### config.mk
export PLATFORM = sky130hd
export DESIGN_NAME = sync_down_counter
export DESIGN_NICKNAME = d
export VERILOG_FILES = /design/src/rtl/sync_down_counter.sv
export SDC_FILE = /design/constraint.sdc
export NUM_CORES = 1
export LEC_CHECK = 0
export CORE_AREA = 2 2 39 41
export DETAILED_ROUTE_END_ITERATION = 8
export DIE_AREA = 0 0 41 43
export HOLD_SLACK_MARGIN = 0.12
export SLEW_MARGIN = 10
export SYNTH_ARGS = -nofsm -noshare
export SYNTH_HDL_FRONTEND = slang
export SYNTH_SLANG_ARGS = --single-unit
### constraint.sdc
create_clock -name CLK -period 1.5 [get_ports CLK]
set_input_delay 0.3 -clock CLK [delete_from_list [all_inputs] [get_ports CLK]]
set_output_delay 0.3 -clock CLK [all_outputs]
set_load 0.005 [all_outputs]
### src/rtl/sync_down_counter.sv
// ---------------------------------------------------------------------------
// sync_down_counter
//
// Synchronous, presettable, cascadable binary down counter. It is the
// decrementing counterpart of the 161-style up counter: the same load and
// enable semantics, but it counts down and flags a borrow instead of a carry.
//
// Typical uses:
//   - programmable dividers / timeout timers (preload, count to zero)
//   - low stage of a wider down-counter chain (RBO feeds next stage's ENT,
//     all stages share ENP)
//
// Parameters:
//   WIDTH   counter width in bits, legal range 2..16 (default 4)
//
// Ports:
//   CLK     in   clock, all state changes on the rising edge except clear
//   CLR_n   in   asynchronous active-low clear of Q, UF and reload register
//   D       in   parallel preset value
//   LOAD_n  in   active-low synchronous load; overrides counting
//   ENP     in   count enable, parallel
//   ENT     in   count enable, trickle; also gates RBO
//   Q       out  registered count value
//   RBO     out  ripple borrow out = ENT & (Q == 0), combinational
//   UF      out  registered underflow pulse, one cycle after a decrement
//                from zero
//
// Build option:
//   SYNC_DOWN_COUNTER_AUTO_RELOAD_EN
//     defined   : a decrement from zero reloads the last value applied via
//                 LOAD_n (divide-by-(D+1) with UF as the tick)
//     undefined : a decrement from zero wraps to all ones and no reload
//                 register exists
// ---------------------------------------------------------------------------
module sync_down_counter #(
    parameter int WIDTH = 4
) (
    input  logic             CLK,
    input  logic             CLR_n,
    input  logic [WIDTH-1:0] D,
    input  logic             LOAD_n,
    input  logic             ENP,
    input  logic             ENT,
    output logic [WIDTH-1:0] Q,
    output logic             RBO,
    output logic             UF
);

    localparam logic [WIDTH-1:0] ZERO     = '0;
    localparam logic [WIDTH-1:0] ONE      = WIDTH'(1);
    localparam logic [WIDTH-1:0] ALL_ONES = '1;

    logic [WIDTH-1:0] count_q;
    logic [WIDTH-1:0] count_d;
    logic             uf_q;
    logic             uf_d;
    logic [WIDTH-1:0] wrap_value;
    logic             at_zero;
    logic             count_en;

    assign at_zero  = (count_q == ZERO);
    assign count_en = ENP & ENT;

`ifdef SYNC_DOWN_COUNTER_AUTO_RELOAD_EN
    // Reload register tracks only explicit loads, so the divide ratio stays
    // fixed while the counter runs.
    logic [WIDTH-1:0] reload_q;
    logic [WIDTH-1:0] reload_d;

    always_comb begin
        reload_d = reload_q;
        if (!LOAD_n) begin
            reload_d = D;
        end
    end

    always_ff @(posedge CLK or negedge CLR_n) begin
        if (!CLR_n) begin
            reload_q <= ZERO;
        end else begin
            reload_q <= reload_d;
        end
    end

    assign wrap_value = reload_q;
`else
    assign wrap_value = ALL_ONES;
`endif

    // Load beats counting; UF only pulses on the edge that leaves zero by
    // counting, so every other path drives it low.
    always_comb begin
        count_d = count_q;
        uf_d    = 1'b0;
        if (!LOAD_n) begin
            count_d = D;
        end else if (count_en) begin
            if (at_zero) begin
                count_d = wrap_value;
                uf_d    = 1'b1;
            end else begin
                count_d = count_q - ONE;
            end
        end
    end

    always_ff @(posedge CLK or negedge CLR_n) begin
        if (!CLR_n) begin
            count_q <= ZERO;
            uf_q    <= 1'b0;
        end else begin
            count_q <= count_d;
            uf_q    <= uf_d;
        end
    end

    assign Q   = count_q;
    assign UF  = uf_q;
    // Independent of ENP and LOAD_n so a chain of stages can share ENP and
    // ripple the borrow through ENT.
    assign RBO = ENT & at_zero;

endmodule

[Word level (Yosys, flattened, before mapping)]
Index checks and enable logic that the tools add are counted.
Operators by class
  add/subtract/negate cells: 1
  equal/unequal tests: 1
  mux-type cells: 6
  bitwise logic cells: 2
  reduce and logical (&&, ||, !) cells: 1
Operator list (number)
  $mux 4: 3
  $logic_not 4->1: 1
  $sub 4x1->4 const B: 1
  $mux 1: 3
  $and 1x1->1: 2
  $ne 2x1->1 const B: 1
Word-level totals
  register bits after elaboration: 5
  input port bits: 9
  output and inout bits: 6
  word-level logic and storage cells: 13

[Longest topological paths before layout]
  depth after elaboration: 4
  mapped depth: 5
  gate-level depth less buffers: 5

[Least setup slack after synthesis]
Ideal clock, no wire load.
  kind: reg2reg
  start: reg count_q[2] (netlist: Q[2])
  end: reg count_q[3] (netlist: Q[3])
  library setup time: 149 ps
  arrival: 1123 ps
  data required time: 1351 ps
  setup slack: 228 ps
  cell stages (with the launch flop): 4
  buffers on the path: 0
  period minus slack after synthesis: 1272 ps
  path through: dfrtp_1 or4b_1 o31ai_1 a41oi_1
Between the ends
  word-level cells in the longest chain between the ends: 4
  elaborated cells on any way between the ends: 5
  classes of those cells: add/sub (1); mux (3); reduce/logical (1)
RTL lines
  from (decl): line 53  | logic [WIDTH-1:0] count_q;
  from (signal assigned): line 112  | count_q <= count_d;
  $sub 4x1->4 / $logic_not 4->1 (equally long branches): line 102, 61
  $mux 4 *: line 98  | if (at_zero) begin
  $mux 4 *: line 97  | end else if (count_en) begin
  $mux 4 *: line 95  | if (!LOAD_n) begin
Every way passes the cells marked *; elsewhere a longest branch is shown, timed or not. The select of a mux whose other input is x is not followed.
A chain may end at the register's enable or synchronous reset.

[Final worst setup path]
  start: reg count_q[1] (netlist: Q[1])
  end: out RBO
Between the ends
  word-level cells in the longest chain between the ends: 2
RTL lines
  $logic_not 4->1: line 61  | assign at_zero = (count_q == ZERO);
  $and 1x1->1: line 121  | assign RBO = ENT & at_zero;
  to (decl): line 45  | output logic RBO,
Every way passes these cells.

==> metrics.md <==
| Metric | Value |
|---|---|
| First DRT Iteration DRCs | `0` |
| # rows | `14` |
| CTS Buffer Depth | `2` |
| Maximum fanout along the worst path | `2` |
| Yosys warns | `0` |
| Hold Crit Class | `in -> async` |
| Synth Area in XOR/XNOR | `0.06167` |
| Sequential-to-total area share from yosys stat | `0.4405` |
| Final setup vio count | `0` |
| Post-cts hold buffer count | `0` |
| Remaining global-route overflow | `0` |
| Die Span Y | `43 um` |
| Dpl ws | `-0.2778 ns` |
| Yosys reg bits | `5` |
| Layout area overhead | `101.3%` |
| # DRC | `0` |
| Port Buffers | `14` |
| Period utilisation layout | `0.9283` |
| Cell Pwr Density | `846.9 nW/um^2` |
| Post-Synth Adder-Cell Area | `0.04405` |
| Share of cells above drive strength 1 | `0.3793` |
| Simple-Gate Fraction of Synth Area | `0.2247` |
| Cells after Synth | `29` |
| FF-to-FF setup slack | `0.11 ns` |
| Slew headroom | `0.8092` |
| Largest family of logic cells by synthesized area | `simple AND/OR/NAND/NOR gates` |
| M3 GR Usage | `0.03141` |
| Status | `finished clean` |
| RR Endpoint | `Q[3]` |
| Vias in the first global route | `309` |
| Placed instance area | `508.0 um^2` |
| First-pass GRT wire length | `1152 um` |
| Core area | `1384 um^2` |
| Final WL | `753 um` |
| Post-layout util | `0.4132` |
| Mux contribution to synthesized area | `0.07489` |
| Clock Skew | `0.003573 ns` |
| TritonCTS buffer count | `3` |
| Synth area leader | `dfrtp_1` |
| Met1 Track Usage GR | `0.1023` |
| Average cell area after synthesis | `9.794 um^2` |
| Final Net Count | `69` |
| Endpoints failing hold | `0` |
| Tmin final | `1.392 ns` |
| Avg WL per Cell | `10.18 um` |
| Cell variety after synth | `20` |
| I/O Pins | `15` |
| Synth area leaders | `dfrtp_1 (44%), ha_1 (4.4%), mux2_2 (4.0%), nor2_1 (4.0%), a21oi_1 (3.5%)` |
| ANT cells | `0` |
| Final setup margin | `0.1076 ns` |
| Reg2Reg Depth | `4` |
| Clock sinks | `5` |
| Gpl congestion | `0.6525` |
| Met2 GRT Util | `0.1594` |
| Clk pin slew, worst setup/hold paths | `0.04 ns` |
| Synthesized cell area | `284.0 um^2` |
| Top cell type's share of synthesized area | `0.4405` |
| Setup TNS | `0 ns` |
| GRT Util Overall | `0.1012` |
| Post-route ant nets | `0` |
| Die Wd | `41 um` |
| Count of pins over their slew limit | `0` |
| CP endpoint kind | `output port` |
| CP required | `1.20 ns` |
| Synth Area in Compound Gates | `0.1145` |
| Root Buffer | `clkbuf_4` |
| Post-Syn Nets | `39` |
| Vias per inst | `4.243` |
| Reg2Reg Launch Point | `Q[2]` |
| DR vias | `314` |
| RSZ-0062 raised after global routing | `false` |
| DP HPWL | `569.7 um` |
| CTS tree | `built` |
| Max-capacitance violation count | `0` |
| CTS H-Tree Depth | `1` |
| Largest net degree at the start of global routing | `7` |
| Starting density of the core | `0.2052` |
| Die ar. | `1763 um^2` |
| Finished Cell Area | `571.8 um^2` |
| Top Usage Layer GRT | `met2` |
| WP data arrival | `1.09 ns` |
| DRT Pass-1 Iters | `1` |
| Max VDD drop | `0.2692 mV` |
| Clock insertion delay at the later pin of the skew report | `0.24 ns` |
| Max Fclk | `718.2 MHz` |
| Initial antenna violation count | `0` |
| Kind of critical path | `reg -> out` |
| Least-Margin Pin Slew | `0.2822 ns` |
| Leakage | `0.2708 nW` |
| CP startpoint kind | `flip-flop` |
critical path, cell delays in order, from the launching register on:
cell and delay [ns]:
dfrtp_1 0.38, inv_2 0.08, ha_4 0.13, nand2_1 0.05, nor3_2 0.08, buf_2 0.13
how the worst max path moves through the flow:
stage / from / to / slack [ns] / cells past startpoint
6_report: Q[1] / RBO / 0.11 / 5
5_1_grt: Q[1] / RBO / 0.006 / 5
4_1_cts: Q[1] / Q[1] / 0.01 / 2
3_5_place_dp: ENT / RBO / -0.28 / 4
2_1_floorplan: Q[2] / Q[3] / 0.23 / 3
3_3_place_gp: ENT / RBO / -0.26 / 4
sequential cells by signal, indices dropped and copies added, names as in the netlist:
register / cells
UF: 1
Q: 4
timing repair:
| item | in CTS | in global routing |
|---|---|---|
| resized for setup | 7 | 6 |
| endpoints found under the setup margin | 3 | 3 |
| pin swaps | 0 | 1 |
| setup buffers | 2 | 1 |
cell usage after synthesis (all sizes together):
cell and number:
dfrtp 5, nor2 3, a21oi 2, inv 2, nand2 2, a41oi 1, and3b 1, clkbuf 1
ha 1, mux2 1, mux2i 1, nand2b 1, nand3 1, nor3 1, nor4b 1, o22ai 1
o31ai 1, or4b 1, xnor2 1, xor2 1
placed cells by master, fill, tap and decap left out:
cell type        count
clkdlybuf4s50_1      9
or4b_1               1
o22ai_1              1
a21oi_1              2
buf_2                1
o31ai_1              1
nor3_2               1
nand2_1              2
nor2_1               3
mux2_2               1
nand2b_1             1
clkbuf_1             1
xnor2_1              1
ha_4                 1
a41oi_1              1
inv_2                2
dlygate4sd2_1        2
and3b_2              1
nand3_1              1
dlymetal6s2s_1       2
mux2i_1              1
nor4b_1              1
dfrtp_1              5
clkbuf_4             3
xor2_1               1
buf_4               12
layout make-up:
| class | count | area [um^2] |
|---|---|---|
| flip-flops and latches | 5 | 125.1 |
| repair buffers | 26 | 227.7 |
| multi-input cells | 21 | 165.2 |
| inverters | 2 | 7.507 |
| fillers | 151 | 812.0 |
| well taps | 16 | 20.02 |
| clock buffers | 4 | 26.28 |
stage by stage:
stage	hold WS, ns	power (mW)	instances
after floorplan	0.004409	0.2156	29
after global placement	0.5423	0.3151	67
after detailed placement	0.5415	0.3160	67
after CTS	0.2829	0.4799	73
after global routing	0.2843	0.5237	74
final	0.2827	0.4842	74
cell families (layout without fill, tap and decap cells):
family          count (synthesis)  after routing
xor+xnor                        2              2
flops                           5              5
buf+inv                         3             32
mux                             2              2
simple gates                   11             11
compound gates                  5              5
fa+ha+maj                       1              1
metal layers:
| metal | vias up | part of all wire |
|---|---|---|
| met4 | 0 | 0 |
| met2 | 8 | 0.54 |
| met1 | 145 | 0.41 |
| met5 | - | 0 |
| met3 | 0 | 0.050 |
| li1 | 161 | - |
power by group:
part	leakage (nW)	switching (mW)	internal [mW]	total [mW]
registers	0.0592	0.00820	0.149	0.158
logic	0.197	0.0648	0.109	0.174
clock network	0.0150	0.0522	0.100	0.153
No activity file was read; power rests on OpenSTA's default activity.
